===== src/rtl/game_pkg.sv =====
// Shared definitions for the game status tracker: state encoding, default
// game rules and a small event-counting helper.
package game_pkg;

  // Tracker state encoding; the numeric values are visible on debug taps.
  typedef enum logic [1:0] {
    ST_IDLE  = 2'd0,
    ST_RUN_C = 2'd1,
    ST_RUN_I = 2'd2,
    ST_OVER  = 2'd3
  } game_state_e;

  // Default game rules.
  localparam int unsigned LIVES_INIT_DEF     = 3;
  localparam int unsigned LIVES_MAX_DEF      = 7;
  localparam int unsigned KILL_TARGET_DEF    = 20;
  localparam int unsigned CLASSIC_TIME_S_DEF = 120;
  localparam int unsigned SCORE_PER_KILL_DEF = 10;

  // Number of enemies destroyed in one cycle (0..4).
  function automatic logic [2:0] popcount4(input logic [3:0] v);
    return {2'b00, v[0]} + {2'b00, v[1]} + {2'b00, v[2]} + {2'b00, v[3]};
  endfunction

endpackage : game_pkg


===== src/rtl/sec_tick_gen.sv =====
// One-second prescaler: emits a single-cycle tick on every CLK_FREQ-th
// enabled cycle and restarts from zero whenever it is disabled.
module sec_tick_gen #(
  parameter int unsigned CLK_FREQ = 100_000_000
) (
  input  logic clk,
  input  logic rst,
  input  logic en,
  output logic tick_o
);

  localparam int unsigned       CNT_W   = (CLK_FREQ > 1) ? $clog2(CLK_FREQ) : 1;
  localparam logic [CNT_W-1:0]  CNT_MAX = CNT_W'(CLK_FREQ - 1);

  logic [CNT_W-1:0] cnt_q, cnt_d;

  // Next count: wrap at the last cycle of a second, clear while disabled.
  // NOTE: every signal written in always_comb gets a value on every path
  // (default first), otherwise synthesis infers a latch.
  always_comb begin
    cnt_d = cnt_q;
    if (!en || (cnt_q == CNT_MAX)) begin
      cnt_d = '0;
    end else begin
      cnt_d = cnt_q + CNT_W'(1);
    end
  end

  // The tick marks the cycle in which the counter wraps.
  assign tick_o = en && (cnt_q == CNT_MAX);

  // Counter register.
  // NOTE: sequential state uses non-blocking (<=) so every register samples
  // pre-edge values; the reset is synchronous, so it lives inside the clocked
  // branch and has no entry in the sensitivity list.
  always_ff @(posedge clk) begin
    if (rst) begin
      cnt_q <= '0;
    end else begin
      cnt_q <= cnt_d;
    end
  end

endmodule : sec_tick_gen


===== src/rtl/game_status_tracker.sv =====
// Game status tracker: counts lives, kills, score and the classic countdown
// while a game runs, and raises a held gameover level towards the mode
// controller when the game ends.
module game_status_tracker
  import game_pkg::*;
#(
  parameter int unsigned CLK_FREQ       = 100_000_000,
  parameter int unsigned LIVES_INIT     = LIVES_INIT_DEF,
  parameter int unsigned LIVES_MAX      = LIVES_MAX_DEF,
  parameter int unsigned KILL_TARGET    = KILL_TARGET_DEF,
  parameter int unsigned CLASSIC_TIME_S = CLASSIC_TIME_S_DEF,
  parameter int unsigned SCORE_PER_KILL = SCORE_PER_KILL_DEF,
  parameter int unsigned SCORE_W        = 16
) (
  input  logic               clk,
  input  logic               rst,
  input  logic               enable_game_classic,
  input  logic               enable_game_infinity,
  input  logic               mytank_hit,
  input  logic [3:0]         enytank_kill,
  input  logic               reward_life,
  output logic               gameover_classic,
  output logic               gameover_infinity,
  output logic               game_won,
  output logic [2:0]         lives,
  output logic [7:0]         kills,
  output logic [SCORE_W-1:0] score,
  output logic [7:0]         time_left
);

  localparam logic [2:0] LIVES_INIT_L   = 3'(LIVES_INIT);
  localparam logic [2:0] LIVES_MAX_L    = 3'(LIVES_MAX);
  localparam logic [7:0] KILL_TARGET_L  = 8'(KILL_TARGET);
  localparam logic [7:0] CLASSIC_TIME_L = 8'(CLASSIC_TIME_S);
  // Score sum is computed wide enough that neither the per-cycle increment
  // nor the carry out of the score register can wrap before saturation.
  localparam int unsigned SUM_W = ((SCORE_W > 32) ? SCORE_W : 32) + 4;

  game_state_e state_q, state_d;

  logic [2:0]         lives_q, lives_d;
  logic [7:0]         kills_q, kills_d;
  logic [SCORE_W-1:0] score_q, score_d;
  logic [7:0]         time_q, time_d;
  logic               go_c_q, go_c_d;
  logic               go_i_q, go_i_d;
  logic               won_q, won_d;

  // Candidate values after this cycle's events, before the FSM decides.
  logic [2:0]         nxt_lives;
  logic [7:0]         nxt_kills;
  logic [SCORE_W-1:0] nxt_score;
  logic [7:0]         nxt_time;
  logic [2:0]         kill_cnt;
  logic [8:0]         kills_sum;
  logic [SUM_W-1:0]   score_add;
  logic [SUM_W-1:0]   score_sum;

  logic classic_run;
  logic mode_en;
  logic lost;
  logic win;
  logic timed_out;
  logic sec_en;
  logic sec_tick;

  // The countdown only advances while a classic game runs.
  assign sec_en      = (state_q == ST_RUN_C);
  assign classic_run = (state_q == ST_RUN_C);
  assign mode_en     = classic_run ? enable_game_classic : enable_game_infinity;

  sec_tick_gen #(
    .CLK_FREQ (CLK_FREQ)
  ) u_sec_tick_gen (
    .clk    (clk),
    .rst    (rst),
    .en     (sec_en),
    .tick_o (sec_tick)
  );

  // Event arithmetic: clamped lives, saturating kills/score, floored timer.
  always_comb begin
    nxt_lives = lives_q;
    if (mytank_hit && !reward_life) begin
      nxt_lives = (lives_q == 3'd0) ? 3'd0 : lives_q - 3'd1;
    end else if (reward_life && !mytank_hit) begin
      nxt_lives = (lives_q >= LIVES_MAX_L) ? LIVES_MAX_L : lives_q + 3'd1;
    end

    kill_cnt  = popcount4(enytank_kill);
    kills_sum = {1'b0, kills_q} + {6'd0, kill_cnt};
    nxt_kills = kills_sum[8] ? 8'hFF : kills_sum[7:0];

    score_add = SUM_W'(kill_cnt) * SUM_W'(SCORE_PER_KILL);
    score_sum = SUM_W'(score_q) + score_add;
    nxt_score = (|score_sum[SUM_W-1:SCORE_W]) ? {SCORE_W{1'b1}} : score_sum[SCORE_W-1:0];

    nxt_time = time_q;
    if (sec_tick && (time_q != 8'd0)) begin
      nxt_time = time_q - 8'd1;
    end
  end

  // End conditions look at the post-event values; lives loss outranks a win,
  // which outranks a timeout.
  assign lost      = (nxt_lives == 3'd0);
  assign win       = classic_run && (nxt_kills >= KILL_TARGET_L);
  assign timed_out = classic_run && (nxt_time == 8'd0);

  // Game FSM: next state and next register values.
  always_comb begin
    state_d = state_q;
    lives_d = lives_q;
    kills_d = kills_q;
    score_d = score_q;
    time_d  = time_q;
    go_c_d  = go_c_q;
    go_i_d  = go_i_q;
    won_d   = won_q;

    case (state_q)
      ST_IDLE: begin
        lives_d = LIVES_INIT_L;
        kills_d = '0;
        score_d = '0;
        time_d  = enable_game_classic ? CLASSIC_TIME_L : 8'd0;
        go_c_d  = 1'b0;
        go_i_d  = 1'b0;
        won_d   = 1'b0;
        if (enable_game_classic) begin
          state_d = ST_RUN_C;
        end else if (enable_game_infinity) begin
          state_d = ST_RUN_I;
        end
      end

      ST_RUN_C, ST_RUN_I: begin
        if (!mode_en) begin
          // Game abandoned by the mode controller: no gameover reported.
          state_d = ST_IDLE;
        end else begin
          lives_d = nxt_lives;
          kills_d = nxt_kills;
          score_d = nxt_score;
          time_d  = nxt_time;
          if (lost || win || timed_out) begin
            state_d = ST_OVER;
            go_c_d  = classic_run;
            go_i_d  = !classic_run;
            won_d   = !lost && win;
          end
        end
      end

      ST_OVER: begin
        // Hold the result until the mode controller has dropped both enables.
        if (!enable_game_classic && !enable_game_infinity) begin
          state_d = ST_IDLE;
          go_c_d  = 1'b0;
          go_i_d  = 1'b0;
          won_d   = 1'b0;
        end
      end

      default: begin
        state_d = ST_IDLE;
      end
    endcase
  end

  // State and output registers; reset wins over every event.
  always_ff @(posedge clk) begin
    if (rst) begin
      state_q <= ST_IDLE;
      lives_q <= '0;
      kills_q <= '0;
      score_q <= '0;
      time_q  <= '0;
      go_c_q  <= 1'b0;
      go_i_q  <= 1'b0;
      won_q   <= 1'b0;
    end else begin
      state_q <= state_d;
      lives_q <= lives_d;
      kills_q <= kills_d;
      score_q <= score_d;
      time_q  <= time_d;
      go_c_q  <= go_c_d;
      go_i_q  <= go_i_d;
      won_q   <= won_d;
    end
  end

  assign gameover_classic  = go_c_q;
  assign gameover_infinity = go_i_q;
  assign game_won          = won_q;
  assign lives             = lives_q;
  assign kills             = kills_q;
  assign score             = score_q;
  assign time_left         = time_q;

endmodule : game_status_tracker

===== config.mk =====
export PLATFORM = sky130hd
export DESIGN_NAME = game_status_tracker
export DESIGN_NICKNAME = d
export VERILOG_FILES = /design/src/rtl/game_pkg.sv /design/src/rtl/sec_tick_gen.sv /design/src/rtl/game_status_tracker.sv
export SDC_FILE = /design/constraint.sdc
export NUM_CORES = 1
export LEC_CHECK = 0
export CAP_MARGIN = 20
export CORE_MARGIN = 2
export CORE_UTILIZATION = 45
export CTS_BUF_LIST = sky130_fd_sc_hd__clkbuf_2
export DETAILED_ROUTE_END_ITERATION = 12
export PLACE_DENSITY_LB_ADDON = 0.08
export SLEW_MARGIN = 20
export SYNTH_ARGS = -nofsm -noshare
export SYNTH_HDL_FRONTEND = slang
export SYNTH_SLANG_ARGS = --single-unit

===== constraint.sdc =====
create_clock -name clk -period 5.2 [get_ports clk]
set_clock_uncertainty 0.1 [all_clocks]
set_input_delay 1.04 -clock clk [delete_from_list [all_inputs] [get_ports clk]]
set_output_delay 1.04 -clock clk [all_outputs]
set_load 0.005 [all_outputs]

; Yosys cells after proc, flatten, opt, wreduce, memory -nomap -nowiden
; Cells that the tools add are included.
[classes]
n_mux = 33
magnitude_cmp = 2
bitwise_logic = 0
reduce_logical = 29
mul = 1
eq_ne = 9
div = 0
add_sub_neg = 9
n_shift = 0
[op_table]
columns = operator, count
row1 = 16-bit 2-to-1 mux, 2
row2 = 8-bit 2-to-1 mux, 4
row3 = 16-bit case mux with 2 select lines, 1
row4 = 8-bit case mux with 2 select lines, 2
row5 = "27-bit by 1-bit adder with 27-bit output, second input constant", 1
row6 = "27-bit equality test, second input constant", 1
row7 = 20-bit OR reduction, 1
row8 = 16-bit by 7-bit adder with 17-bit output, 1
row9 = 3-bit 2-to-1 mux, 5
row10 = 2-bit 2-to-1 mux, 5
row11 = 8-bit by 3-bit adder with 9-bit output, 1
row12 = 1-bit case mux with 3 select lines, 3
row13 = "8-bit by 5-bit >= comparator with 1-bit output, second input constant", 1
row14 = 1-bit logical AND, 8
row15 = 8-bit zero test, 1
row16 = 1-bit 2-to-1 mux, 8
row17 = 8-bit nonzero test, 1
row18 = "8-bit by 1-bit subtractor with 8-bit output, second input constant", 1
row19 = 7-bit 2-to-1 mux, 1
row20 = 1-bit zero test, 6
row21 = 3-bit zero test, 2
row22 = "3-bit by 3-bit multiplier with 6-bit output, second input constant", 1
row23 = "2-bit != test, second input constant", 3
row24 = "3-bit != test, second input constant", 2
row25 = other kinds (16), 21
[totals]
wordCells = 92
ram_bits = 0
rom_bits = 0
memories = 0
latchBits = 0
register_bits = 67

; Depth between registers and ports, before layout
[depth]
word_depth = 12
depth_mapped = 12
ltp_nobuf = 12

; Hierarchy
; Synthesis repeated with hierarchy kept, for this count alone.
[hier_totals]
hier_cells = 499
hier_area_um2 = 4110.2
[modules_own_cells]
columns = mod, area_per_inst_um2, instances, seq_area_each_um2, cells_per_inst
row1 = game_status_tracker, 2874.0, 1, 800.8, 356
row2 = sec_tick_gen, 1236.2, 1, 540.5, 143

; Worst setup path before layout
; OpenSTA, ideal clock, no wires.
[synth_path]
path_kind = input to register
startpoint = input port enytank_kill[0]
endpoint = register won_q, in the netlist game_won
path_buffers = 0
setup_slack_ns = 0.782
required_time_ns = 5.028
path_stages = 12
arrival_time_ns = 4.246
path_cell_list = fa_1 > ha_1 > ha_1 > inv_1 > fa_1 > nand2b_4 > mux2_4 > nor2b_4 > mux2i_1 > o32a_1 > or4b_1 > mux2i_1
[synth_between]
elab_chain_cells = 11
word_cells_on_any_way = 15
cone_classes = 4 x add/sub / 1 x order compare / 1 x eq/ne / 4 x mux / 5 x reduce/logical
[synth_lines]
columns = element, line
row1 = start: declaration, game_status_tracker.sv:20  ; input logic [3:0] enytank_kill,
row2 = 1-bit by 1-bit adder with 2-bit output *, game_pkg.sv:22  ; return {2'b00, v[0]} + {2'b00, v[1]} + {2'b00, v[2]} + {2'b00, v[3]};
row3 = 2-bit by 1-bit adder with 3-bit output *, game_pkg.sv:22
row4 = 3-bit by 1-bit adder with 3-bit output *, game_pkg.sv:22
row5 = 8-bit by 3-bit adder with 9-bit output *, game_status_tracker.sv:91  ; kills_sum = {1'b0, kills_q} + {6'd0, kill_cnt};
row6 = 8-bit 2-to-1 mux *, game_status_tracker.sv:92  ; nxt_kills = kills_sum[8] ? 8'hFF : kills_sum[7:0];
row7 = 8-bit by 5-bit >= comparator with 1-bit output *, game_status_tracker.sv:107  ; assign win = classic_run && (nxt_kills >= KILL_TARGET_L);
row8 = 1-bit logical AND *, game_status_tracker.sv:107
row9 = 1-bit logical AND / 1-bit logical OR (equally long branches), "game_status_tracker.sv:150, game_status_tracker.sv:146"
row10 = 1-bit 2-to-1 mux / 1-bit logical OR (equally long branches), game_status_tracker.sv:146  ; if (lost || win || timed_out) begin
row11 = 1-bit 2-to-1 mux / 2-bit != test (equally long branches), n/a
row12 = 1-bit case mux with 3 select lines / 3-bit AND reduction (equally long branches), n/a
row13 = end signal: assignment, game_status_tracker.sv:190  ; won_q <= won_d;
row14 = end: declaration, game_status_tracker.sv:47  ; logic won_q, won_d;
; Every way passes the cells marked *; elsewhere a longest branch is shown, timed or not. The select of a mux whose other input is x is not followed.
; A chain may end at the register's enable or synchronous reset.

; Worst setup path in the final report
[layout_path]
startpoint = input port enytank_kill[0]
endpoint = register state_q[0]
[layout_between]
elab_chain_cells = 11
[layout_lines]
columns = element, line
row1 = 1-bit by 1-bit adder with 2-bit output, game_pkg.sv:22
row2 = 2-bit by 1-bit adder with 3-bit output, game_pkg.sv:22
row3 = 3-bit by 1-bit adder with 3-bit output, game_pkg.sv:22
row4 = 8-bit by 3-bit adder with 9-bit output, game_status_tracker.sv:91
row5 = 8-bit 2-to-1 mux, game_status_tracker.sv:92
row6 = 8-bit by 5-bit >= comparator with 1-bit output, game_status_tracker.sv:107
row7 = 1-bit logical AND, game_status_tracker.sv:107
row8 = 1-bit logical OR (2 in series), game_status_tracker.sv:146
row9 = 3-bit != test (no source line), n/a
row10 = 3-bit AND reduction (no source line), n/a
row11 = end signal: assignment, game_status_tracker.sv:183  ; state_q <= state_d;
row12 = end: declaration, game_status_tracker.sv:39  ; game_state_e state_q, state_d;
; No other way between the ends.

==> metrics <==
status=complete, no violations; remaining antenna violation count=0; yosys warns=0; worst-case reg-to-reg path depth=10; # nets final=564; hold_buf cts=0; Post-Syn Area=0.004120 mm2; grt total ovfl=0; Inserted Clock Buffers=9; Clock transition at path regs=190 ps; CTS tree=built; largest net degree at the start of global routing=32; H-tree depth=3; initial antenna violation count=0; area of the multi-input gates=0.002550 mm2; f_max=221.4 MHz; leakage=1.647 nW; Tmin final=4517 ps; Synth Instances=490; Setup crit end=state_q[0]; root buffer cell=clkbuf_2; Core Area=0.008806 mm2; Worst Setup SP=enytank_kill[0]; num ports=48; Post-synth EDFFs=0; DRC viols=0; Post-DP HPWL=6781 um; post-synthesis compound-gate area fraction=0.1585; CP Launch Type=primary input; first-pass GRT wire length=15650 um; syn_area_per_cell=8.409 um2; Max Cap Viol=0; Seq/Total Area, Yosys=0.3255; Worst Setup Slack, final=683.0 ps; Bufs on Longest Clock Path=2; Initial Utilization=0.4679; crit end category=flop; WP data arrival=4800 ps; iteration-0 DRC count of the detailed router=184; CP Max Fanout=7; RSZ-0062 raised after global routing=no; most frequent cells in the layout=dfxtp_1 (67), nor2_1 (58), clkdlybuf4s50_1 (47), nand2_1 (36), a21oi_1 (26); worst slew pin tran=874.8 ps; postcts setup bufs=0; FF+latch area=0.001341 mm2; slew margin rel.=0.4168; DIE AREA=0.009937 mm2; Place WS=166.6 ps; Hold Violations, Final=0; Synth Area in XOR/XNOR=0.05952; Final Cycle Share=0.8686; Die Span X=99.69 um; DR vias/cell=5.592; area grow syn2layout=13.97%; TritonRoute pass-1 iters=4; Critical R2R Launch=kills[0]; R2R Path End=state_q[0]; setup tns final=0 ps; worst endpoint required time=5490 ps; fraction of layout cells with a size suffix above 1=0.06591; Netlist cell types=66; Skew-Pair Late Insertion Delay=500 ps; number of synthesized register bits=67; Layout fillers=834; routed vias=3573; # resized after CTS=0; Crit Path Category=in -> reg; row count=34; Final Max Slew Viols=0; clock sink count=67; post-synthesis mux area share=0.03219; Mapped Nets=528; top_reg_cell synth=dfxtp_1; ys async rst share=0; Setup-failing EPs final=0; Die H=99.69 um; Post-Synth Simple-Gate Area=0.2782; Peak VDD IR=0.2253 mV; DRT Wirelength=9306 um; antenna cells=0; Worst Hold Class=reg -> reg; wire per inst=14.56 um; Synth Area in Adders=0.09049; main combinational cell family by area after synthesis=simple AND/OR/NAND/NOR gates; # port buffers=47; reg2reg setup slack=2120 ps; Tot GR Track Use=0.1937; commonest non-fill, non-tap cell in the layout=dfxtp_1; power per cell area=340.1 mW/mm2; Routability Congestion=0.7993; vias in the first global route=3262
registers in the layout, summed over array words and instances, names as in the netlist:
signal	cells
kills	8
gameover_infinity	1
time_left	8
score	16
lives	3
game_won	1
state_q	2
u_sec_tick_gen.cnt_q	27
gameover_classic	1
through the flow:
| step | utilization | hold slack (ps) | cells | total power, mW | cell area (um2) |
|---|---|---|---|---|---|
| floorplan | - | 312.9 | 490 | 1.119 | 4120 |
| global placement | 0.5205 | 323.2 | 623 | 1.295 | 4583 |
| detailed placement | 0.5205 | 337.1 | 623 | 1.305 | 4583 |
| CTS | 0.5332 | 360.1 | 639 | 1.616 | 4696 |
| global route | 0.5332 | 387.0 | 639 | 1.724 | 4696 |
| finish | 0.5332 | 357.5 | 639 | 1.597 | 4696 |
metal layers:
metal / track usage / wire length [um]
met2: 0.2994 / 4157
met4: 0.05269 / 79
met5: 0 / 0
met1: 0.2718 / 4616
met3: 0.04498 / 453
worst min path at each step:
stage | startpoint | endpoint | cells past startpoint
floorplan | u_sec_tick_gen.cnt_q[0] | u_sec_tick_gen.cnt_q[0] | 1
global placement | u_sec_tick_gen.cnt_q[0] | u_sec_tick_gen.cnt_q[0] | 1
detailed placement | u_sec_tick_gen.cnt_q[0] | u_sec_tick_gen.cnt_q[0] | 1
CTS | u_sec_tick_gen.cnt_q[0] | u_sec_tick_gen.cnt_q[0] | 1
global route | u_sec_tick_gen.cnt_q[0] | u_sec_tick_gen.cnt_q[0] | 1
finish | u_sec_tick_gen.cnt_q[0] | u_sec_tick_gen.cnt_q[0] | 1
cell usage after synthesis (all sizes together), types with 5 or more instances:
cell     n  share of area
mux2i    8          0.019
or3      8          0.013
a311oi  12          0.026
clkbuf  16          0.027
a22oi    5         0.0091
xor2    16          0.034
nand2b  17          0.028
nand2   36          0.033
dfxtp   67           0.33
a31oi   10          0.015
ha      25          0.076
and3    14          0.022
inv     19          0.017
nand3   19          0.023
nor4     9          0.017
nor4b    5          0.012
o21ai   22          0.028
a21oi   26          0.032
buf      7         0.0091
nor3    16          0.019
xnor2   12          0.026
nor2    58          0.053
critical path, stage by stage:
cell,delay (ps)
clkdlybuf4s50_1,430
fa_1,510
ha_1,350
ha_1,200
inv_1,60
fa_1,470
nand2b_4,200
mux2_4,330
nor2b_4,120
mux2i_1,90
o32a_1,390
a21oi_1,250
mux2_2,360
kinds of logic after synthesis:
kind of cell / Yosys count
compound gates: 100
simple gates: 212
flops: 67
mux: 12
buf+inv: 43
fa+ha+maj: 28
xor+xnor: 28
power by group:
part           switching (mW)  internal [mW]  total, mW
Combinational           0.380          0.285      0.665
Clock                   0.196          0.110      0.305
Sequential             0.0617          0.565      0.627
layout make-up:
cell class | instances | share of cell area
clock buffers | 9 | 0.009592
well taps | 108 | 0.02878
inverters | 19 | 0.01519
flip-flops and latches | 67 | 0.2856
clock inverters | 7 | 0.01439
multi-input cells | 380 | 0.5430
repair buffers | 49 | 0.1034
Note: power is estimated with default switching activity, not from simulation.
